==> config.mk <==
export PLATFORM = sky130hd
export DESIGN_NAME = dmi_responder
export DESIGN_NICKNAME = d
export VERILOG_FILES = /design/src/rtl/dmi_pkg.sv /design/src/rtl/dmi_regfile.sv /design/src/rtl/dmi_responder.sv
export SDC_FILE = /design/constraint.sdc
export NUM_CORES = 1
export LEC_CHECK = 0
export CAP_MARGIN = 30
export CELL_PAD_IN_SITES_DETAIL_PLACEMENT = 1
export CELL_PAD_IN_SITES_GLOBAL_PLACEMENT = 2
export CORE_MARGIN = 10
export CORE_UTILIZATION = 43
export DETAILED_ROUTE_END_ITERATION = 7
export DONT_BUFFER_PORTS = 1
export MAX_ROUTING_LAYER = met4
export PLACE_DENSITY = 0.9
export SETUP_SLACK_MARGIN = 0.2
export SLEW_MARGIN = 20
export SYNTH_ARGS = -nofsm -noshare
export SYNTH_HDL_FRONTEND = slang
export SYNTH_HIERARCHICAL = 1
export SYNTH_SLANG_ARGS = --single-unit
export TNS_END_PERCENT = 100
==> constraint.sdc <==
create_clock -name clk -period 5.9 [get_ports clk]
set_input_delay 0.885 -clock clk [delete_from_list [all_inputs] [get_ports clk]]
set_output_delay 0.885 -clock clk [all_outputs]
set_load 0.05 [all_outputs]
==> src/rtl/dmi_pkg.sv <==
// Shared definitions for the DMI responder: op/resp codes, register map,
// dmcontrol bit positions and the handshake FSM state encoding.
package dmi_pkg;

    typedef enum logic [1:0] {
        DMI_OP_NOP   = 2'd0,
        DMI_OP_READ  = 2'd1,
        DMI_OP_WRITE = 2'd2,
        DMI_OP_RSVD  = 2'd3
    } dmi_op_e;

    localparam logic [1:0] DMI_RESP_OK   = 2'd0;
    localparam logic [1:0] DMI_RESP_FAIL = 2'd2;

    localparam logic [6:0] ADDR_DATA0      = 7'h04;
    localparam logic [6:0] ADDR_DMCONTROL  = 7'h10;
    localparam logic [6:0] ADDR_DMSTATUS   = 7'h11;
    localparam logic [6:0] ADDR_ABSTRACTCS = 7'h16;

    localparam int DMCTRL_DMACTIVE  = 0;
    localparam int DMCTRL_NDMRESET  = 1;
    localparam int DMCTRL_RESUMEREQ = 30;
    localparam int DMCTRL_HALTREQ   = 31;

    typedef enum logic [1:0] {
        ST_IDLE,
        ST_ACCESS,
        ST_EXEC,
        ST_RESP
    } dmi_state_e;

endpackage

==> src/rtl/dmi_regfile.sv <==
// Debug-module register set: decode, read mux, write side effects and the
// sticky resumeack flag. Acts only on the cycle the exec strobe is high.
module dmi_regfile
    import dmi_pkg::*;
#(
    parameter int NDATA = 2
) (
    input  logic        clk,
    input  logic        reset,
    input  logic        i_exec,
    input  logic [6:0]  i_addr,
    input  logic [1:0]  i_op,
    input  logic [31:0] i_wdata,
    input  logic        i_hart_halted,
    input  logic        i_hart_resume_ack,
    output logic [1:0]  o_resp,
    output logic [31:0] o_rdata,
    output logic        o_dm_active,
    output logic        o_halt_req,
    output logic        o_ndm_reset,
    output logic        o_resume_req
);

    logic [31:0]      r_data [NDATA];
    logic             r_dm_active;
    logic             r_halt_req;
    logic             r_ndm_reset;
    logic             r_resume_req;
    logic             r_resumeack;
    logic [1:0]       r_resp;
    logic [31:0]      r_rdata;

    logic [NDATA-1:0] w_hit_data;
    logic             w_mapped;
    logic [31:0]      w_read_val;
    logic [1:0]       w_resp;
    logic [31:0]      w_rdata;
    logic             w_write;
    logic             w_ctrl_write;
    logic             w_ctrl_clear;
    logic             w_ctrl_resume;

    // NOTE: every always_comb output gets a default first, so no path leaves one unassigned (no latches).
    always_comb begin
        w_hit_data = '0;
        w_mapped   = 1'b0;
        w_read_val = '0;
        for (int i = 0; i < NDATA; i++) begin
            if (i_addr == ADDR_DATA0 + 7'(i)) begin
                w_hit_data[i] = 1'b1;
                w_mapped      = 1'b1;
                w_read_val    = r_data[i];
            end
        end
        case (i_addr)
            ADDR_DMCONTROL: begin
                w_mapped                    = 1'b1;
                w_read_val[DMCTRL_DMACTIVE] = r_dm_active;
                w_read_val[DMCTRL_NDMRESET] = r_ndm_reset;
                w_read_val[DMCTRL_HALTREQ]  = r_halt_req;
            end
            ADDR_DMSTATUS: begin
                w_mapped          = 1'b1;
                w_read_val[3:0]   = 4'd2;
                w_read_val[7]     = 1'b1;
                w_read_val[9:8]   = {2{i_hart_halted}};
                w_read_val[11:10] = {2{r_dm_active & ~i_hart_halted}};
                w_read_val[17:16] = {2{r_resumeack}};
            end
            ADDR_ABSTRACTCS: begin
                w_mapped        = 1'b1;
                w_read_val[3:0] = 4'(NDATA);
            end
            default: ;
        endcase
    end

    always_comb begin
        w_resp  = DMI_RESP_OK;
        w_rdata = '0;
        w_write = 1'b0;
        case (dmi_op_e'(i_op))
            DMI_OP_NOP: ;
            DMI_OP_READ: begin
                if (w_mapped) w_rdata = w_read_val;
                else          w_resp  = DMI_RESP_FAIL;
            end
            DMI_OP_WRITE: begin
                if (w_mapped) w_write = 1'b1;
                else          w_resp  = DMI_RESP_FAIL;
            end
            default: w_resp = DMI_RESP_FAIL;
        endcase
    end

    // A dmcontrol write with dmactive=0 resets the module state instead of updating fields.
    assign w_ctrl_write  = i_exec && w_write && (i_addr == ADDR_DMCONTROL);
    assign w_ctrl_clear  = w_ctrl_write && !i_wdata[DMCTRL_DMACTIVE];
    assign w_ctrl_resume = w_ctrl_write && i_wdata[DMCTRL_DMACTIVE] && i_wdata[DMCTRL_RESUMEREQ];

    // NOTE: state updates use <= so every register samples the pre-edge values.
    // NOTE: the data registers are architectural state and must clear on reset, so the array is reset too.
    always_ff @(posedge clk) begin
        if (reset) begin
            for (int i = 0; i < NDATA; i++) r_data[i] <= '0;
            r_dm_active  <= 1'b0;
            r_halt_req   <= 1'b0;
            r_ndm_reset  <= 1'b0;
            r_resume_req <= 1'b0;
            r_resumeack  <= 1'b0;
            r_resp       <= '0;
            r_rdata      <= '0;
        end else begin
            r_resume_req <= w_ctrl_resume;
            if (i_exec) begin
                r_resp  <= w_resp;
                r_rdata <= w_rdata;
            end
            if (w_ctrl_clear || w_ctrl_resume) r_resumeack <= 1'b0;
            else if (i_hart_resume_ack)        r_resumeack <= 1'b1;
            if (w_ctrl_clear) begin
                r_dm_active <= 1'b0;
                r_halt_req  <= 1'b0;
                r_ndm_reset <= 1'b0;
            end else if (w_ctrl_write) begin
                r_dm_active <= 1'b1;
                r_halt_req  <= i_wdata[DMCTRL_HALTREQ];
                r_ndm_reset <= i_wdata[DMCTRL_NDMRESET];
            end
            for (int i = 0; i < NDATA; i++) begin
                if (w_ctrl_clear)                            r_data[i] <= '0;
                else if (i_exec && w_write && w_hit_data[i]) r_data[i] <= i_wdata;
            end
        end
    end

    assign o_resp       = r_resp;
    assign o_rdata      = r_rdata;
    assign o_dm_active  = r_dm_active;
    assign o_halt_req   = r_halt_req;
    assign o_ndm_reset  = r_ndm_reset;
    assign o_resume_req = r_resume_req;

endmodule

==> src/rtl/dmi_responder.sv <==
// DMI target: accepts one request at a time, waits ACCESS_LATENCY cycles,
// executes it on the register set and holds the response until taken.
module dmi_responder
    import dmi_pkg::*;
#(
    parameter int NDATA          = 2,
    parameter int ACCESS_LATENCY = 0
) (
    input  logic        clk,
    input  logic        reset,
    input  logic        debug_req_valid,
    output logic        debug_req_ready,
    input  logic [6:0]  debug_req_bits_addr,
    input  logic [1:0]  debug_req_bits_op,
    input  logic [31:0] debug_req_bits_data,
    output logic        debug_resp_valid,
    input  logic        debug_resp_ready,
    output logic [1:0]  debug_resp_bits_resp,
    output logic [31:0] debug_resp_bits_data,
    input  logic        hart_halted,
    input  logic        hart_resume_ack,
    output logic        dm_active,
    output logic        halt_req,
    output logic        ndm_reset,
    output logic        resume_req
);

    dmi_state_e  r_state;
    dmi_state_e  w_next_state;
    logic [6:0]  r_addr;
    logic [1:0]  r_op;
    logic [31:0] r_wdata;
    logic [3:0]  r_count;

    logic [1:0]  w_resp;
    logic [31:0] w_rdata;
    logic        w_dm_active;
    logic        w_halt_req;
    logic        w_ndm_reset;
    logic        w_resume_req;

    always_ff @(posedge clk) begin
        if (reset) begin
            r_state <= ST_IDLE;
            r_addr  <= '0;
            r_op    <= '0;
            r_wdata <= '0;
            r_count <= '0;
        end else begin
            r_state <= w_next_state;
            if (r_state == ST_IDLE && debug_req_valid) begin
                r_addr  <= debug_req_bits_addr;
                r_op    <= debug_req_bits_op;
                r_wdata <= debug_req_bits_data;
                r_count <= 4'(ACCESS_LATENCY - 1);
            end else if (r_state == ST_ACCESS) begin
                r_count <= r_count - 4'd1;
            end
        end
    end

    always_comb begin
        w_next_state = r_state;
        case (r_state)
            ST_IDLE: begin
                if (debug_req_valid) w_next_state = (ACCESS_LATENCY > 0) ? ST_ACCESS : ST_EXEC;
            end
            ST_ACCESS: begin
                if (r_count == 4'd0) w_next_state = ST_EXEC;
            end
            ST_EXEC:  w_next_state = ST_RESP;
            ST_RESP: begin
                if (debug_resp_ready) w_next_state = ST_IDLE;
            end
            default:  w_next_state = ST_IDLE;
        endcase
    end

    dmi_regfile #(
        .NDATA(NDATA)
    ) u_regfile (
        .clk              (clk),
        .reset            (reset),
        .i_exec           (r_state == ST_EXEC),
        .i_addr           (r_addr),
        .i_op             (r_op),
        .i_wdata          (r_wdata),
        .i_hart_halted    (hart_halted),
        .i_hart_resume_ack(hart_resume_ack),
        .o_resp           (w_resp),
        .o_rdata          (w_rdata),
        .o_dm_active      (w_dm_active),
        .o_halt_req       (w_halt_req),
        .o_ndm_reset      (w_ndm_reset),
        .o_resume_req     (w_resume_req)
    );

    // Outputs are forced low while reset is held, before the first reset edge lands.
    assign debug_req_ready      = !reset && (r_state == ST_IDLE);
    assign debug_resp_valid     = !reset && (r_state == ST_RESP);
    assign debug_resp_bits_resp = reset ? 2'd0  : w_resp;
    assign debug_resp_bits_data = reset ? 32'd0 : w_rdata;
    assign dm_active            = !reset && w_dm_active;
    assign halt_req             = !reset && w_halt_req;
    assign ndm_reset            = !reset && w_ndm_reset;
    assign resume_req           = !reset && w_resume_req;

endmodule

# Word-level counts from Yosys, hierarchy flattened
# Memory sizes are Yosys's and may differ from the RTL's.
# Cells that the tools add are included.
[classes]
n_addsub = 1
eq_ne = 13
muxes = 42
bitwise_logic = 6
reduce_logical = 27
[ops]
columns = ["operator", "n"]
rows = [
  ["$mux 32", 9],
  ["$eq 7x5->1 const B", 3],
  ["$mux 1", 20],
  ["$eq 7x3->1 const B", 2],
  ["$logic_and 1x1->1", 14],
  ["$mux 2", 7],
  ["$mux 4", 2],
  ["$pmux 2 s2", 2],
  ["$pmux 2 s4", 1],
  ["$reduce_or 2->1", 4],
  ["$eq 2x2->1 const B", 3],
  ["$mux 5", 1],
  ["$eq 2x1->1 const B", 2],
  ["$logic_not 2->1", 2],
  ["$logic_not 4->1", 1],
  ["$ne 2x2->1 const B", 2],
  ["$or 1x1->1", 4],
  ["$sub 4x1->4 const B", 1],
  ["$reduce_and 3->1", 1],
  ["$reduce_or 3->1", 1],
  ["$logic_not 1->1", 2],
  ["$ne 2x1->1 const B", 1],
  ["$reduce_bool 2->1", 1],
  ["$and 1x1->1", 1],
  ["other kinds (2)", 2],
]
[totals]
ff_bits = 86
ramBits = 64
inputBits = 47
memories = 1
[mem_list]
columns = ["memory", "depth", "word_bits", "read_ports", "rd_ports_with_merged_regs", "wr", "line_no", "source"]
rows = [
  ["u_regfile.r_data", 2, 32, 2, 0, 2, "dmi_regfile.sv:24", "logic [31:0] r_data [NDATA];"],
]

# Depth between registers and ports, before layout
# Gate-level depths: netlist (run 1).
[depth]
depth_word = 14
mapped_depth = 7
depth_no_buf = 6

# Hierarchy
# Netlist (run 1), hierarchy kept.
[by_module_without_submodules]
columns = ["module", "n_inst", "cells_each", "area_each_um2", "seq_area_each_um2"]
rows = [
  ["dmi_regfile", 1, 379, 4386.7, 2682.6],
  ["dmi_responder", 1, 262, 2049.5, 940.9],
]

# Worst setup path before layout (run 1)
# No wires, ideal clock.
[synth_path]
kind = "reg2reg"
from = "register r_addr[1]"
to = "memory u_regfile.r_data[1][0], enable pin"
setup_time_ns = 0.428
arrival_time_ns = 2.865
path_slack_ns = 2.607
path_stages_with_launch = 6
cell_sequence = "dfxtp_1 -> or4_1 -> buf_6 -> nor2_2 -> a21oi_1 -> o21bai_1"
[synth_lines]
columns = ["element", "line_no", "source"]
rows = [
  ["start, declared", "dmi_responder.sv:30", "logic [6:0] r_addr;"],
  ["start signal, assigned", "dmi_responder.sv:52", "r_addr <= debug_req_bits_addr;"],
  ["end, declared", "dmi_regfile.sv:24", ""],
]

==> results of run 1 <==
==> cell usage in the layout (no fill, tap or decap), types with 4 or more instances in the layout <==
cell,instances
a221oi_1,4
inv_1,6
ha_1,4
nand2b_1,6
a21oi_1,73
buf_4,6
a22o_1,4
and2_1,63
a32oi_1,4
clkbuf_16,18
nor2b_1,42
mux2_2,22
o21ai_1,5
edfxtp_1,64
nor3_1,4
clkinvlp_4,4
dfxtp_1,84
nor3_2,5
nor2_1,12
a211oi_1,10
nand2_1,146
o21ai_0,4
==> critical path: cells and delay by family (launching register included) <==
kind / cells / cell delay, ns
compound gates: 2 / 0.76
buf+inv: 1 / 0.24
flops: 1 / 0.35
simple gates: 2 / 1.19
==> flip-flops by register name, indices dropped and copies added, names as in the netlist, 2 cells and up <==
name and flops:
u_regfile/o_rdata 32, r_wdata 32, r_addr 7, r_state 2, r_count 4, r_op 2, u_regfile/r_data 64
==> worst min-delay path by stage <==
stage,startpoint,to,slack (ns),cells past startpoint
3_3_place_gp,u_regfile/o_rdata[31]$_SDFFE_PP0P_,u_regfile/o_rdata[31]$_SDFFE_PP0P_,0.44,2
6_report,u_regfile/o_rdata[7]$_SDFFE_PP0P_,u_regfile/o_rdata[7]$_SDFFE_PP0P_,0.45,2
4_1_cts,u_regfile/o_rdata[31]$_SDFFE_PP0P_,u_regfile/o_rdata[31]$_SDFFE_PP0P_,0.45,2
3_5_place_dp,u_regfile/o_rdata[31]$_SDFFE_PP0P_,u_regfile/o_rdata[31]$_SDFFE_PP0P_,0.45,2
2_1_floorplan,u_regfile/o_rdata[16]$_SDFFE_PP0P_,u_regfile/o_rdata[16]$_SDFFE_PP0P_,0.42,2
5_1_grt,u_regfile/o_rdata[31]$_SDFFE_PP0P_,u_regfile/o_rdata[31]$_SDFFE_PP0P_,0.47,2
==> cell type report <==
class | instances | area share (%)
flip-flops and latches | 149 | 50.7
clock inverters | 12 | 1.96
well taps | 184 | 3.22
repair buffers | 8 | 1.40
inverters | 7 | 0.367
multi-input cells | 443 | 35.9
clock buffers | 20 | 6.54
==> power by group through the flow <==
stage          Clock [mW]  Sequential, mW  Combinational [mW]
3_5_place_dp            0            1.20               0.204
5_1_grt              1.17            1.18               0.241
2_1_floorplan           0            1.17               0.200
6_report             1.11            1.17               0.215
3_3_place_gp            0            1.19               0.195
4_1_cts              1.12            1.17               0.207
==> routing by layer <==
| metal | share of wire (%) | vias to the layer above |
|---|---|---|
| met3 | 5.2 | 15 |
| li1 | - | 2151 |
| met4 | 1.3 | 0 |
| met1 | 43 | 2275 |
| met2 | 50 | 88 |
| met5 | 0 | - |
==> stage by stage <==
| step | hold slack [ns] | utilization (%) | power, mW | instances |
|---|---|---|---|---|
| 4_1_cts | 0.454 | 48.7 | 2.51 | 821 |
| 6_report | 0.449 | 49.0 | 2.49 | 823 |
| 5_1_grt | 0.466 | 49.0 | 2.59 | 823 |
| 3_5_place_dp | 0.446 | 44.5 | 1.40 | 789 |
| 2_1_floorplan | 0.417 | - | 1.37 | 641 |
| 3_3_place_gp | 0.440 | 44.5 | 1.39 | 789 |
==> cell families (layout without fill, tap and decap cells) <==
kind of cell,after synthesis,count (layout),synth area share [%]
muxes,24,24,4.16
AOI/OAI and AO/OA,117,117,10.9
adders and majority gates,4,4,0.778
other,1,1,0.0583
and+or+nand+nor,297,297,23.6
buffers and inverters,49,47,4.24
DFF,149,149,56.3
==> metrics.txt, run 1 <==
busiest metal layer after global routing met2; Post-Route WL 16200 um; CP Cell Sequence or4_1 > nor2_2 > a21oi_1 > o21bai_4 > buf_16; CP Capture Point u_regfile/r_data[1][19]$_SDFFCE_PN0P_; DRT antenna net count 0; largest cells by area after synthesis edfxtp_1 30%, dfxtp_1 26%, nand2_1 8.5%; setup_tns 0 ns; Worst Setup SP r_addr[1]$_SDFFE_PP0P_; number of fillers in the final layout 1597; Critical Path Slowest Stage Cell or4_1; wire per inst 19.7 um; P_leak 2.48 nW; Yosys cell types 50; Clock Skews 0.0109 ns; placed inst area 6490 um2; met3 Track Usage GR 5.34%; met1 GRT Util 19.1%; number of synthesized register bits 149; htree depth 4; post-CTS setup buffers 0; Worst Setup Start Kind flip-flop; DRC 0; DIE WIDTH 142 um; flop-to-flop setup slack 3.04 ns; via count 4529; worst-path fanout max 18; GPL Wtd Cong 0.828; Min Clock Period, post-route 2.86 ns; max cap viols 0; vias in the first global route 4712; main flop type after synthesis dfxtp_1; Num CTS Buffers 17; largest net degree at the start of global routing 125; final period utilization 48.5%; Detailed Routing Iterations Pass 1 4; Worst EP arrival 2.99 ns; switching share of power 25.4%; CTS tree done; critical path capture point type flip-flop; Worst-Margin Slew 0.990 ns; 1st-iter DRT viols 259; GRT Overall Usage 16.4%; Yosys Warn Count 6; nets 677; FF-to-FF path depth 5; CTS Hold Bufs 0; CTS sink count 149; Synth Net Count 692; HP Class flip-flop to flip-flop; Pwr Density 348 nW/um2; Via density 5.50; final-report setup violation count 0; Die Ht 142 um; Core Area 14600 um2; CTS Root Buffer Type clkbuf_16; Post-synth EDFFs 64; Die ar. 20300 um2; Synth Instances 641; initial antenna violation count 0; RSZ-0062 raised after global routing no; share of power burned in registers 47.0%; clk_lat worst skew 0.42 ns; Crit Path Class flip-flop to flip-flop; VDD IR max 166 uV; area delta synth->final 11.2%; synthesized area per cell 10.0 um2; Rows 44; required time worst endpoint 6.03 ns; combinational share of power 8.6%; met2 Use GR 26.6%; share of cells above drive strength 1 12.2%; Clk network pwr share 44.4%; Async SR Flop Fraction 0%; most common cell in the synthesized netlist nand2_1; Synth Cell Area 6440 um2; Final Hold Viols 0; port bufs 0; post-synth top area cell edfxtp_1; DP HPWL 10500 um; internal cell power 1.86 mW; relative slew slack 33.9%; NetSw 632 uW; diode count 0; first-pass GRT wire length 25300 um; setup ws final 3.04 ns; worst r2r src r_addr[1]$_SDFFE_PP0P_; pre-CTS setup slack 2.96 ns; clock-pin slew on the worst setup and hold paths 0.06 ns; reg2reg end u_regfile/r_data[1][19]$_SDFFCE_PN0P_; slowest cell delay on critical path 0.76 ns; sequential area share after synthesis 56.3%; max-slew violation count 0; CTS max path bufs 2; status finished, final reports clean; most frequent cells after synthesis 146 x nand2_1, 85 x dfxtp_1, 73 x a21oi_1; post-layout instance area 7150 um2; Initial Util 44.1%; number of gates resized after CTS 0; total gr overflow 0; top-area cell type share of the netlist area 29.9%; area occupied by multi-input gates 2560 um2; Fmax achieved 349 MHz; I/O Pins 87; Sequential Area 3620 um2
Note: power is estimated with default switching activity, not from simulation.
==> inputs of run 2 (changes only) <==
- CORE_UTILIZATION: 43 -> 40
- PLACE_DENSITY: 0.9 -> 0.85
- clock period: 5.9 -> 2.7 ns (I/O delays scaled with it)
==> run 2 against run 1 <==
  * Highest routed layer unchanged
  * Non-clock buffer count increased by 46
  * Clock power increased by 110%
  * Largest power group unchanged
  * Combinational power increased by 130%
  * Largest cell class unchanged
  * Power increased by 120%
  * Via count increased by 2.5%
==> metrics.txt, run 2 (synthesis results as in run 1) <==
RSZ-0062 raised after global routing no; Clock Skews 0.0109 ns; post-layout instance area 7520 um2; htree depth 4; met1 GRT Util 18.5%; max cap viols 0; DRT antenna net count 0; relative slew slack 37.8%; Final Hold Viols 0; NetSw 1.32 mW; post-CTS setup buffers 0; switching share of power 24.2%; clk_lat worst skew 0.43 ns; total gr overflow 0; reg2reg end u_regfile/r_data[0][31]$_SDFFCE_PN0P_; P_leak 2.74 nW; CTS Hold Bufs 0; Worst-Margin Slew 0.931 ns; Crit Path Class flip-flop to flip-flop; DP HPWL 11200 um; Pwr Density 724 nW/um2; area delta synth->final 16.8%; worst-path fanout max 12; slowest cell delay on critical path 0.51 ns; initial antenna violation count 0; GRT Overall Usage 16.0%; DIE WIDTH 147 um; CP Cell Sequence nor2b_1 > nand2_2 > nor4_4 > buf_4 > and2_1; status finished, final reports clean; 1st-iter DRT viols 222; vias in the first global route 4948; commonest cells after routing, fill and taps aside 146 x nand2_1, 84 x dfxtp_1, 73 x a21oi_1; met3 Track Usage GR 4.27%; number of fillers in the final layout 1763; Worst EP arrival 2.55 ns; Critical Path Slowest Stage Cell dfxtp_1; wire per inst 18.3 um; first-pass GRT wire length 26600 um; share of power burned in registers 47.1%; GPL Wtd Cong 0.818; Crit path max-delay family simple AND/OR/NAND/NOR gates; I/O Pins 87; Fmax achieved 441 MHz; number of flip-flops in the largest register 64; Worst Setup SP r_addr[2]$_SDFFE_PP0P_; FF-to-FF path depth 5; met2 Use GR 26.1%; CTS tree done; share of cells above drive strength 1 17.5%; largest net degree at the start of global routing 125; diode count 0; internal cell power 4.12 mW; final period utilization 84.0%; CTS sink count 149; worst r2r src r_addr[2]$_SDFFE_PP0P_; Detailed Routing Iterations Pass 1 4; Sequential Area 3620 um2; Initial Util 40.7%; CTS Root Buffer Type clkbuf_16; Num CTS Buffers 17; Die ar. 21600 um2; WP buf/inv 1; busiest metal layer after global routing met2; DRC 0; nets 723; Via density 5.15; critical path depth 5; number of gates resized after CTS 0; HP Class input pin to flip-flop; port bufs 0; Clk network pwr share 43.8%; Core Area 15800 um2; via count 4642; Rows 46; Die Ht 147 um; setup_tns 0 ns; CTS max path bufs 2; Post-Route WL 16500 um; final-report setup violation count 0; flop-to-flop setup slack 0.43 ns; max-slew violation count 0; VDD IR max 348 uV; area occupied by multi-input gates 2570 um2; Top reg by flops u_regfile/r_data; required time worst endpoint 2.99 ns; Min Clock Period, post-route 2.27 ns; CP Capture Point u_regfile/r_data[0][31]$_SDFFCE_PN0P_; Worst Setup Start Kind flip-flop; commonest non-fill, non-tap cell in the layout nand2_1; combinational share of power 9.1%; placed inst area 6920 um2; critical path capture point type flip-flop; clock-pin slew on the worst setup and hold paths 0.06 ns
## run 2: worst min path at each step
stage,start,to,slack (ns),cells past startpoint
3_5_place_dp,u_regfile/o_rdata[0]$_SDFFE_PP0P_,u_regfile/o_rdata[0]$_SDFFE_PP0P_,0.44,2
5_1_grt,reset,r_wdata[20]$_SDFFE_PP0P_,0.03,1
4_1_cts,reset,r_wdata[22]$_SDFFE_PP0P_,0.04,1
6_report,reset,r_wdata[20]$_SDFFE_PP0P_,0.06,1
3_3_place_gp,u_regfile/o_rdata[30]$_SDFFE_PP0P_,u_regfile/o_rdata[30]$_SDFFE_PP0P_,0.44,2
2_1_floorplan,u_regfile/o_rdata[16]$_SDFFE_PP0P_,u_regfile/o_rdata[16]$_SDFFE_PP0P_,0.42,2
## run 2: layout make-up
cell class,count,area share [%]
Clock inverter,10,1.71
Sequential cell,149,48.2
Timing Repair Buffer,54,5.73
Clock buffer,22,6.18
Multi-Input combinational cell,443,34.2
Inverter,7,0.350
Tap cell,216,3.60
## run 2: power groups by stage
stage	combinational, mW	clock (mW)	sequential, mW
6_report	0.496	2.38	2.56
5_1_grt	0.554	2.52	2.58
4_1_cts	0.501	2.41	2.57
3_5_place_dp	0.495	0	2.61
3_3_place_gp	0.475	0	2.61
2_1_floorplan	0.439	0	2.55
## run 2: routing by layer
metal / wire length (um) / vias to the layer above
met4: 353 / 0
met1: 7260 / 2257
met5: 0 / -
met3: 726 / 26
li1: - / 2250
met2: 8180 / 109
## run 2: through the flow
step                power (mW)  setup slack, ns  cells  hold slack [ns]  util (%)
floorplan                 2.99            0.392    641            0.417         -
global placement          3.08            0.600    869            0.438      43.7
detailed placement        3.11            0.440    869            0.445      43.7
CTS                       5.48            0.413    901           0.0423      47.5
global route              5.66            0.250    901           0.0292      47.5
finish                    5.44            0.432    901           0.0619      47.5
